File: src/rtl/aura_pkg.sv
// Shared types for the attention-tile arithmetic blocks.
// Operand and product widths are set by the INTEGER_WIDTH macro (default 16).
`ifndef INTEGER_WIDTH
`define INTEGER_WIDTH 16
`endif

package aura_pkg;

    localparam int INTEGER_WIDTH = `INTEGER_WIDTH;
    localparam int NUM_REQ_DEF   = 4;

    typedef logic signed [INTEGER_WIDTH-1:0]   operand_t;
    typedef logic signed [2*INTEGER_WIDTH-1:0] product_t;
    typedef logic [$clog2(NUM_REQ_DEF)-1:0]    tag_t;

endpackage

File: src/rtl/mul_tag_fifo.sv
// Tag FIFO recording the owner of every product in flight through the multiplier.
// Pointers wrap explicitly, so any DEPTH >= 1 works.
module mul_tag_fifo #(
    parameter int TAG_W = 2,
    parameter int DEPTH = 2
) (
    input  logic             clk,
    input  logic             rst,
    input  logic             push,
    input  logic [TAG_W-1:0] push_tag,
    input  logic             pop,
    output logic [TAG_W-1:0] head,
    output logic             full,
    output logic             empty
);

    localparam int PTR_W = (DEPTH > 1) ? $clog2(DEPTH) : 1;
    localparam int CNT_W = $clog2(DEPTH + 1);

    logic [TAG_W-1:0] mem [DEPTH];
    logic [PTR_W-1:0] wr_ptr;
    logic [PTR_W-1:0] rd_ptr;
    logic [CNT_W-1:0] count;
    logic             do_push;
    logic             do_pop;

    assign full    = (count == CNT_W'(DEPTH));
    assign empty   = (count == '0);
    assign head    = mem[rd_ptr];
    assign do_push = push && !full;
    assign do_pop  = pop && !empty;

    always_ff @(posedge clk) begin
        if (do_push) begin
            mem[wr_ptr] <= push_tag;
        end
    end

    always_ff @(posedge clk) begin
        if (rst) begin
            wr_ptr <= '0;
            rd_ptr <= '0;
            count  <= '0;
        end else begin
            if (do_push) begin
                wr_ptr <= (wr_ptr == PTR_W'(DEPTH - 1)) ? '0 : wr_ptr + 1'b1;
            end
            if (do_pop) begin
                rd_ptr <= (rd_ptr == PTR_W'(DEPTH - 1)) ? '0 : rd_ptr + 1'b1;
            end
            if (do_push && !do_pop) begin
                count <= count + 1'b1;
            end else if (do_pop && !do_push) begin
                count <= count - 1'b1;
            end
        end
    end

endmodule

File: src/rtl/mul_share_arbiter.sv
// Round-robin sharing of one pipelined multiplier among NUM_REQ requesters.
// Define ARB_STATS_EN to add saturating per-requester grant counters (grant_cnt).
//
// Handshakes: every channel is valid/ready; a transfer happens on a clock edge
// where both are high. Valid never waits on ready.
module mul_share_arbiter
    import aura_pkg::*;
#(
    parameter int NUM_REQ = 4,
    parameter int W_IN    = INTEGER_WIDTH,
    parameter int W_OUT   = 2 * W_IN,
    parameter int DEPTH   = 2,
    parameter int CNT_W   = 16
) (
    input  logic                    clk,
    input  logic                    rst,
    input  logic [NUM_REQ-1:0]      req_vld,
    output logic [NUM_REQ-1:0]      req_rdy,
    input  logic signed [W_IN-1:0]  req_a [NUM_REQ],
    input  logic signed [W_IN-1:0]  req_b [NUM_REQ],
    output logic [NUM_REQ-1:0]      resp_vld,
    input  logic [NUM_REQ-1:0]      resp_rdy,
    output logic [W_OUT-1:0]        resp_product,
    output logic                    mul_vld,
    input  logic                    mul_rdy,
    output logic signed [W_IN-1:0]  mul_a,
    output logic signed [W_IN-1:0]  mul_b,
    input  logic                    mul_res_vld,
    output logic                    mul_res_rdy,
    input  logic [W_OUT-1:0]        mul_product,
    output logic                    err_orphan
`ifdef ARB_STATS_EN
   ,output logic [CNT_W-1:0]        grant_cnt [NUM_REQ]
`endif
);

    localparam int TAG_W = (NUM_REQ > 1) ? $clog2(NUM_REQ) : 1;

    logic [TAG_W-1:0] ptr;
    logic [TAG_W-1:0] grant;
    logic [TAG_W-1:0] head;
    logic             fifo_full;
    logic             fifo_empty;
    logic             issue;
    logic             pop;

    // First requesting index at or after ptr, wrapping at NUM_REQ.
    always_comb begin
        int  idx;
        logic found;
        idx   = 0;
        found = 1'b0;
        grant = '0;
        for (int k = 0; k < NUM_REQ; k++) begin
            idx = int'(ptr) + k;
            if (idx >= NUM_REQ) begin
                idx = idx - NUM_REQ;
            end
            if (!found && req_vld[idx]) begin
                found = 1'b1;
                grant = TAG_W'(idx);
            end
        end
    end

    assign mul_vld = !rst && (|req_vld) && !fifo_full;
    assign issue   = mul_vld && mul_rdy;
    assign mul_a   = req_a[grant];
    assign mul_b   = req_b[grant];

    always_comb begin
        req_rdy = '0;
        if (issue) begin
            req_rdy[grant] = 1'b1;
        end
    end

    // Results return in issue order, so the FIFO head names the owner.
    always_comb begin
        resp_vld    = '0;
        mul_res_rdy = 1'b0;
        if (!rst && !fifo_empty) begin
            resp_vld[head] = mul_res_vld;
            mul_res_rdy    = resp_rdy[head];
        end
    end

    assign pop          = mul_res_vld && mul_res_rdy;
    assign resp_product = mul_product;

    mul_tag_fifo #(
        .TAG_W (TAG_W),
        .DEPTH (DEPTH)
    ) u_tag_fifo (
        .clk      (clk),
        .rst      (rst),
        .push     (issue),
        .push_tag (grant),
        .pop      (pop),
        .head     (head),
        .full     (fifo_full),
        .empty    (fifo_empty)
    );

    always_ff @(posedge clk) begin
        if (rst) begin
            ptr <= '0;
        end else if (issue) begin
            ptr <= (grant == TAG_W'(NUM_REQ - 1)) ? '0 : grant + 1'b1;
        end
    end

    always_ff @(posedge clk) begin
        if (rst) begin
            err_orphan <= 1'b0;
        end else if (mul_res_vld && fifo_empty) begin
            err_orphan <= 1'b1;
        end
    end

`ifdef ARB_STATS_EN
    always_ff @(posedge clk) begin
        for (int i = 0; i < NUM_REQ; i++) begin
            if (rst) begin
                grant_cnt[i] <= '0;
            end else if (issue && grant == TAG_W'(i) && grant_cnt[i] != {CNT_W{1'b1}}) begin
                grant_cnt[i] <= grant_cnt[i] + 1'b1;
            end
        end
    end
`else
    // CNT_W only sizes the stats counters.
    localparam int unused_cnt_w = CNT_W;
`endif

endmodule

File: config.mk
export PLATFORM = sky130hd
export DESIGN_NAME = mul_share_arbiter
export DESIGN_NICKNAME = d
export VERILOG_FILES = /design/src/rtl/aura_pkg.sv /design/src/rtl/mul_tag_fifo.sv /design/src/rtl/mul_share_arbiter.sv
export SDC_FILE = /design/constraint.sdc
export NUM_CORES = 1
export LEC_CHECK = 0
export BUFFER_PORTS_ARGS = -buffer_cell sky130_fd_sc_hd__buf_2
export CORE_AREA = 2 2 96 98
export DETAILED_ROUTE_END_ITERATION = 12
export DIE_AREA = 0 0 98 100
export GPL_TIMING_DRIVEN = 0
export SYNTH_ARGS = -nofsm -noshare
export SYNTH_HDL_FRONTEND = slang
export SYNTH_SLANG_ARGS = --single-unit
File: constraint.sdc
create_clock -name clk -period 2.8 [get_ports clk]
set_input_delay 0.7 -clock clk [delete_from_list [all_inputs] [get_ports clk]]
set_output_delay 0.7 -clock clk [all_outputs]
set_load 0.01 [all_outputs]
# == Word-level counts from Yosys, hierarchy flattened ==
# Memory sizes are Yosys's and may differ from the RTL's. A register that Yosys moved wholly into a read port is not among the register bits.
# Index checks and enable logic that the tools add are counted.
# op_classes
n_reduce_logical,26
mux,47
bitwise_logic,2
add_sub_neg,12
eq_ne,2
order_cmp,13
# op_table
operator,n
"32-bit by 4-bit < comparator with 1-bit output, second input constant",4
32-bit 2-to-1 mux,4
16-bit binary-select mux with 2-bit select,2
16-bit 2-to-1 mux,4
1-bit 2-to-1 mux,21
1-bit logical AND,15
2-bit 2-to-1 mux,7
"3-bit greater-or-equal comparator, second input constant",4
"3-bit by 3-bit subtractor with 4-bit output, second input constant",3
1-bit binary-select mux with 2-bit select,5
1-bit zero test,8
4-bit 2-to-1 mux,2
"2-bit by 2-bit adder with 3-bit output, second input constant",2
"2-bit by 3-bit < comparator with 1-bit output, second input constant",2
"2-bit by 1-bit adder with 2-bit output, second input constant",2
4-bit AND,1
1-bit demux with 2-bit select,2
"2-bit equality test, second input constant",2
"2-bit by 1-bit greater-or-equal comparator with 1-bit output, second input constant",2
4-bit OR reduction,1
"2-bit by 3-bit subtractor with 4-bit output, second input constant",1
"2-bit by 1-bit adder with 3-bit output, second input constant",1
"2-bit by 3-bit greater-or-equal comparator with 1-bit output, second input constant",1
2-bit inverter with 3-bit output,1
other kinds (4),5
# totals
mem_count,1
ramBits,4
word_cells,108
reg_bits,7
# mem_list
memory,words,word_bits,read_ports,rd_clocked_by_memory_dff,write_ports,line,rtl
u_tag_fifo.mem,2,2,1,1,1,mul_tag_fifo.sv:20,logic [TAG_W-1:0] mem [DEPTH];

# == Logic depth before layout (Yosys ltp) ==
# Gate-level depths: netlist of run 1.
# logic_depth
ltp_word,20
depth_mapped,9
depth_no_buf,7

# == Cells and area by module ==
# From an unflattened synthesis of run 1, not the netlist that was laid out.
# hier_totals
hier_cells,213
area_unflattened_um2,1928.1
# by_module_without_submodules
module,instances,cells_per_inst,area_per_inst_um2,seq_area_each_um2
mul_share_arbiter,1,182,1567.8,60.1
mul_tag_fifo,1,31,360.3,220.2

# == Least setup slack after synthesis of run 1 ==
# OpenSTA, ideal clock, no wires.
# synth_timing
kind,input -> output
from,in req_vld[0]
to,out req_rdy[2]
t_arrival_ns,2.048
setup_slack_ns,0.052
required_ns,2.100
path_stages,9
cell_sequence,nor2b_1 a21oi_1 o22ai_1 a21oi_1 buf_2 buf_2 inv_1 ha_1 and3_1
# synth_via
elab_chain_cells,18
elab_cells_between_ends,35
cone_classes,order compare: 2; mux: 22; reduce/logical: 11
# synth_lines
item,line,rtl
from (decl),mul_share_arbiter.sv:17,"input logic [NUM_REQ-1:0] req_vld,"
1-bit binary-select mux with 2-bit select,mul_share_arbiter.sv:59,if (!found && req_vld[idx]) begin
1-bit 2-to-1 mux (implied by the code) (2 in a row),mul_share_arbiter.sv:59,
1-bit 2-to-1 mux,mul_share_arbiter.sv:59,
1-bit zero test,mul_share_arbiter.sv:59,
1-bit logical AND,mul_share_arbiter.sv:59,
1-bit 2-to-1 mux,mul_share_arbiter.sv:59,
1-bit zero test,mul_share_arbiter.sv:59,
1-bit logical AND,mul_share_arbiter.sv:59,
(+2 left out),n/a,
1-bit logical AND,mul_share_arbiter.sv:59,
2-bit 2-to-1 mux *,mul_share_arbiter.sv:59,
via grant[0],mul_share_arbiter.sv:40,logic [TAG_W-1:0] grant;
2-bit by 3-bit < comparator with 1-bit output (implied by the code) / 2-bit by 1-bit greater-or-equal comparator with 1-bit output (equally long branches),mul_share_arbiter.sv:74,req_rdy[grant] = 1'b1;
1-bit logical AND (implied by the code),mul_share_arbiter.sv:74,
1-bit 2-to-1 mux (implied by the code),mul_share_arbiter.sv:74,
1-bit demux with 2-bit select *,mul_share_arbiter.sv:74,
4-bit 2-to-1 mux *,mul_share_arbiter.sv:73,if (issue) begin
to (decl),mul_share_arbiter.sv:18,"output logic [NUM_REQ-1:0] req_rdy,"
# The timed path passes the listed nets; every way through them passes the cells marked *. The select of a mux whose other input is x is not followed.

# == Worst setup path in the final report of run 1 ==
# layout_timing
from,in req_vld[0]
to,out mul_b[15]
# layout_via
elab_chain_cells,17
elab_cells_between_ends,29
cone_classes,mux: 22; bitwise: 1; reduce/logical: 6
# layout_lines
item,line,rtl
1-bit binary-select mux with 2-bit select,mul_share_arbiter.sv:59,
1-bit 2-to-1 mux (implied by the code) (2 in a row),mul_share_arbiter.sv:59,
1-bit 2-to-1 mux,mul_share_arbiter.sv:59,
1-bit zero test,mul_share_arbiter.sv:59,
1-bit logical AND,mul_share_arbiter.sv:59,
1-bit 2-to-1 mux,mul_share_arbiter.sv:59,
1-bit zero test,mul_share_arbiter.sv:59,
1-bit logical AND,mul_share_arbiter.sv:59,
1-bit 2-to-1 mux,mul_share_arbiter.sv:59,
1-bit zero test,mul_share_arbiter.sv:59,
1-bit logical AND,mul_share_arbiter.sv:59,
2-bit 2-to-1 mux *,mul_share_arbiter.sv:59,
2-bit inverter with 3-bit output (implied by the code) *,mul_share_arbiter.sv:69,assign mul_b = req_b[grant];
16-bit binary-select mux with 2-bit select *,mul_share_arbiter.sv:69,
16-bit 2-to-1 mux (implied by the code) * (2 in a row),mul_share_arbiter.sv:69,
to (decl),mul_share_arbiter.sv:27,"output logic signed [W_IN-1:0] mul_b,"
# Every way passes the cells marked *; elsewhere a longest branch is shown, timed or not. The select of a mux whose other input is x is not followed.

==> results of run 1 <==
==> what timing repair did <==
| action | CTS | global route |
|---|---|---|
| pin swaps | 5 | 0 |
| resized for setup | 29 | 18 |
| endpoints found under the setup margin | 36 | 36 |
| setup buffers | 8 | 2 |
| cloned | 1 | 0 |
| endpoints found under the hold margin | 0 | 0 |
==> area by class of cell <==
type / count / area (sq um) / share of cell area
buffer: 45 / 427.9 / 0.1198
timing repair buffer: 225 / 1235 / 0.3457
sequential: 12 / 280.3 / 0.07846
multi-input combinational: 151 / 1415 / 0.3961
inverter: 6 / 30.03 / 0.008406
tap: 111 / 138.9 / 0.03888
clock buffer: 4 / 45.04 / 0.01261
==> registers in the layout, indices dropped and copies added (netlist names), named ones only <==
signal	cells
u_tag_fifo.mem	4
ptr	2
u_tag_fifo.count	2
err_orphan	1
u_tag_fifo.rd_ptr	1
u_tag_fifo.wr_ptr	1
==> synth_stat cells (2+ instances only) <==
| library cell | number |
|---|---|
| inv_1 | 6 |
| buf_8 | 4 |
| buf_2 | 8 |
| xor2_1 | 2 |
| and3_1 | 5 |
| edfxtp_1 | 4 |
| dfxtp_1 | 8 |
| a21oi_1 | 5 |
| nor2b_1 | 3 |
| nor2_1 | 13 |
| o22ai_1 | 2 |
| mux2i_1 | 98 |
| nand2_1 | 2 |
| buf_4 | 32 |
| ha_1 | 5 |
==> routing by layer <==
metal | routed length [um] | share of wire | vias to the layer above
li1 | - | - | 1193
met1 | 2538 | 0.38 | 1063
met2 | 3700 | 0.55 | 115
met3 | 502 | 0.074 | 3
met4 | 16 | 0.0024 | 0
met5 | 0 | 0 | -
==> through the flow <==
| stage | setup TNS (ns) | instances |
|---|---|---|
| 2_1_floorplan | 0 | 215 |
| 3_3_place_gp | -6.760 | 540 |
| 3_5_place_dp | -8.944 | 540 |
| 4_1_cts | -0.001932 | 553 |
| 5_1_grt | -0.3566 | 554 |
| 6_report | 0 | 554 |
==> critical path: cells and delay by family <==
| family | cells | cell delay (ns) |
|---|---|---|
| buf+inv | 4 | 0.58 |
| mux | 2 | 0.31 |
| compound gates | 1 | 0.27 |
| simple gates | 2 | 0.19 |
==> power by group through the flow <==
stage	sequential (mW)	clock, mW	combinational (mW)
after CTS	0.210	0.162	0.773
final	0.211	0.156	0.778
after global routing	0.213	0.167	0.844
after detailed placement	0.213	0	0.690
after floorplan	0.211	0	0.426
after global placement	0.212	0	0.680
==> worst paths after layout <==
kind | start | end | slack (ns) | cells after the start
setup / recovery | req_vld[0] | mul_b[15] | 0.05 | 9
hold / removal | err_orphan$_SDFFE_PP0P_ | err_orphan$_SDFFE_PP0P_ | 0.46 | 2
setup reg to reg | flop | u_tag_fifo.count[1]$_SDFFE_PP0P_ | 0.68 | 6
hold reg to reg | err_orphan$_SDFFE_PP0P_ | err_orphan$_SDFFE_PP0P_ | 0.46 | 2
==> cell families after synthesis <==
kind of cell	Yosys count	synth area share
AO/OA/AOI/OAI	11	0.03265
XOR/XNOR	4	0.02095
adder cells (fa/ha/maj)	5	0.03081
buffers and inverters	52	0.1910
flip-flops	12	0.1380
multiplexers	101	0.5071
AND/OR/NAND/NOR	30	0.07949
==> reports/results.tsv, run 1 <==
metric	value	unit
area_growth	75.91	%
clk_path_buf_depth	2	
seq_power_share	0.184	
slowest_stage	o22a_2	
ys_ff_latch	12	
syn-mean-instance-area	9.445	sq um
final_common_cell	buf_2	
dieArea	9800	sq um
rows	35	
drtIter0Drc	19	
pwr-share-clk	0.137	
fin_util	0.4018	
grt_pass1_vias	2192	
finalWorstSetupSlack	0.05070	ns
use_met3	0.02019	
final-max-slew-violation-count	0	
cp-start-kind	input pin	
drc	0	
status	complete, no violations	
n_fill_cell	917	
power_density	320.6	nW/um^2
switching_share	0.3609	
clk_latency	0.23	ns
routabilityCongestion	0.7187	
dr_total_vias	2374	
cts_tree	yes	
hold_buffers	0	
coreArea	8890	sq um
hold_path.class	flop to flop	
synthDistinctLibCells	33	
path_class	input pin to primary output	
use_met2	0.2313	
clk_pin_slew	0.05	ns
fin_nets	621	
firstDrtPassIters	4	
numCtsBuffers	3	
initial_core_util	0.2284	
worst-slew-pin-transition	0.4431	ns
pwr-share-comb	0.680	
via_per_inst	4.285	
min_period	2.749	ns
antenna_found_initial	0	
syn-cell-area	2031	sq um
p_total	1.145	mW
routed_wl	6.757	mm
p_int	0.7318	mW
wl_per_cell	12.20	um
insertedDiodeCount	0	
die_w	98	um
finalSetupViolCount	0	
grt_pass1_wl	9.763	mm
maxSlewHeadroom	0.7030	
whs	0.4629	ns
yosys_warnings	0	
die_y	100	um
end_kind	primary output	
synth_top_area_cell	mux2i_1	
place_ws	-0.4958	ns
slowest_delay	0.27	ns
cp_max_fo	10	
timing.final.crit_share	0.9819	
placed_area	3241	sq um
drive_above_1_share	0.6591	
io_buffers	214	
grt.total_usage	0.1182	
synth_edf_count	4	
use_met1	0.1389	
finalInstanceArea	3572	sq um
fmax	0.3637	GHz
drv_cap	0	
p_switching	0.4133	mW
ant_nets	0	
ctsRootBufferMaster	clkbuf_8	
cts_sinks	12	
peakVddDrop	0.1298	mV
leakagePower	1.901	nW
cp.required	2.10	ns
layout_common_cells	buf_2, mux2i_1, buf_4, nor2_1	
async_flop_share	0	
grt_overflow	0	
hold_viol	0	
crit_chain	buf_8 -> nor2b_4 -> nor2_1 -> o22a_2 -> buf_12 -> buf_12 -> mux2i_1 -> mux2i_1 -> buf_2	
netlist.area_leader.share	0.4831	
synth.area.top_cells	mux2i_1, buf_4, dfxtp_1	
busiest_layer	met2	
htreeDepth	1	
synth-seq-area-share	0.1380	
hpwl	5.794	mm
synth_flop_cell	dfxtp_1	
rsz0062_at_grt	yes	
finClkSkew	0.0004618	ns
num_io_pins	247	
grt_max_degree	11	
synth.net_count	392	
syn-instance-count	215	
crit_arrival	2.05	ns
(Power assumes the default switching activity.)
==> run 2: changes to the inputs <==
==> constraint.sdc (replaced) <==
create_clock -name clk -period 2.86 [get_ports clk]
set_input_delay 0.715 -clock clk [delete_from_list [all_inputs] [get_ports clk]]
set_output_delay 0.715 -clock clk [all_outputs]
set_load 0.01 [all_outputs]
==> reports/results.tsv, run 2 (synthesis results as in run 1) <==
metric	value	unit	change
r2r_end	u_tag_fifo.count[1]$_SDFFE_PP0P_		
grt.total_usage	0.1185		+0.0002930
worst-slew-pin-transition	0.4466	ns	+0.003493 ns
num_io_pins	247		unchanged
slowest_stage	o22a_1		
routabilityCongestion	0.7187		unchanged
cts_sinks	12		unchanged
final-max-slew-violation-count	0		unchanged
peakVddDrop	0.1268	mV	-2.3%
largestRegisters	u_tag_fifo.mem x4, ptr x2, u_tag_fifo.count x2		
largest_register	u_tag_fifo.mem		
path_class	input pin to primary output		
firstDrtPassIters	4		unchanged
via_per_inst	4.307		+0.51%
cp_num_cells	10		+1
rows	35		unchanged
area_growth	78.62	%	
hold_path.class	flop to flop		
leakagePower	1.929	nW	+1.5%
numCtsBuffers	3		unchanged
crit_chain	buf_8 -> nor2b_2 -> nor2_1 -> o22a_1 -> buf_6 -> clkbuf_16 -> buf_12 -> mux2i_1 -> mux2i_1 -> buf_2		
cp.required	2.14	ns	+0.04 ns
timing.final.crit_share	0.9974		
end_kind	primary output		
clk_path_buf_depth	2		unchanged
ant_nets	0		unchanged
cts_tree	yes		
status	complete, no violations		
coreArea	8890	sq um	unchanged
crit_arrival	2.14	ns	+0.09 ns
drive_above_1_share	0.6592		about the same
reg2regPathDepth	6		unchanged
grt_max_degree	11		unchanged
crit_top_cell	mux2i_1		
routed_wl	6.986	mm	+3.4%
layout_common_cells	buf_2, mux2i_1, buf_4, nor2_1		
drc	0		unchanged
slowest_delay	0.20	ns	-0.07 ns
hold_path_depth	2		unchanged
insertedDiodeCount	0		unchanged
dr_total_vias	2399		+1.1%
clk_pin_slew	0.05	ns	about the same
critPathTopFamily	buffers and inverters		
hold_start	err_orphan$_SDFFE_PP0P_		
grt_pass1_vias	2208		+0.73%
grt_overflow	0		unchanged
min_period	2.853	ns	
place_ws	-0.4658	ns	+0.03000 ns
finClkSkew	0.001180	ns	+0.0007186 ns
final_common_cell	buf_2		
antenna_found_initial	0		unchanged
grt_pass1_wl	9.784	mm	+0.22%
die_y	100	um	unchanged
wl_per_cell	12.54	um	+2.8%
critPathBufInv	5		+1
cp-start-kind	input pin		
maxSlewHeadroom	0.7007		-0.002341
dieArea	9800	sq um	unchanged
clk_latency	0.23	ns	about the same
largest_reg_flops	4		unchanged
rsz0062_at_grt	yes		
die_w	98	um	unchanged
ctsRootBufferMaster	clkbuf_8		
drtIter0Drc	19		unchanged
hold_buffers	0		unchanged
finalWorstSetupSlack	0.007494	ns	-0.04321 ns
whs_endpoint	err_orphan$_SDFFE_PP0P_		
initial_core_util	0.2284		unchanged
power_density	315.2	nW/um^2	-1.7%
finalSetupViolCount	0		unchanged
hold_viol	0		unchanged
fin_nets	624		+0.48%
hpwl	5.794	mm	unchanged
whs	0.4629	ns	unchanged
setup-tns-final	0	ns	unchanged
drv_cap	0		unchanged
io_buffers	214		unchanged
n_fill_cell	915		-0.22%
htreeDepth	1		unchanged
p_total	1.143	mW	-0.15%
cp_max_fo	5		-5
ff2ff_setup_slack	0.74	ns	+0.06 ns
fin_util	0.4080		+0.006193
fmax	0.3506	GHz	
run 2: cell types whose count changed in the layout (fill, tap and decap cells not counted):
cell,before,now
clkbuf_16,0,4
buf_16,1,0
buf_4,41,40
buf_6,6,7
ha_2,1,2
ha_4,1,0
inv_4,0,1
inv_8,1,0
nor2b_2,0,1
nor2b_4,1,0
o22a_1,0,1
o22a_2,1,0
run 2: layout make-up:
class / instances / area (sq um) / share of cell area
clock buffer: 4 / 45.04 / 0.01242
sequential: 12 / 280.3 / 0.07727
multi-input combinational: 151 / 1399 / 0.3856
inverter: 6 / 25.02 / 0.006899
timing repair buffer: 227 / 1300 / 0.3584
tap: 111 / 138.9 / 0.03829
buffer: 46 / 439.2 / 0.1211
run 2: worst max-delay path by stage:
stage                       endpoint        from  slack [ns]
after global placement    req_rdy[2]  req_vld[0]       -0.38
after detailed placement  req_rdy[2]  req_vld[0]       -0.47
after floorplan           req_rdy[2]  req_vld[0]        0.08
final                      mul_b[15]  req_vld[0]       0.007
after CTS                  mul_a[11]  req_vld[1]     -0.0007
after global routing        mul_a[4]  req_vld[0]       -0.06
run 2: worst reg2reg max path, cell delays in order (launching register included):
cell,delay [ns]
dfxtp_1,0.39
mux2_4,0.34
mux4_2,0.45
nand2_2,0.12
ha_1,0.26
or3_1,0.35
a21oi_1,0.14
run 2: timing repair:
item / CTS / global route
buffers inserted: 7 / 2
setup endpoints to repair: 36 / 36
pin swaps: 4 / 4
resized for setup: 24 / 17
cloned: 1 / 4
run 2: per-layer routing:
metal / global-route usage / vias up / wire length (um)
met2: 0.2323 / 111 / 3847
met4: 0.01175 / 0 / 16
met3: 0.01950 / 3 / 494
li1: - / 1198 / -
met5: 0 / - / 0
met1: 0.1393 / 1087 / 2628
run 2: power by group:
part           leakage [nW]  internal [mW]  switching [mW]  total (mW)
Clock                0.0228         0.0977          0.0562       0.154
Sequential            0.103          0.193          0.0126       0.206
Combinational          1.80          0.443           0.341       0.784
Total                  1.93          0.734           0.409        1.14
run 2: metrics by stage:
| step | cell area (sq um) | std cells |
|---|---|---|
| floorplan | 2031 | 215 |
| global placement | 3241 | 540 |
| detailed placement | 3241 | 540 |
| CTS | 3470 | 552 |
| global route | 3627 | 557 |
| finish | 3627 | 557 |
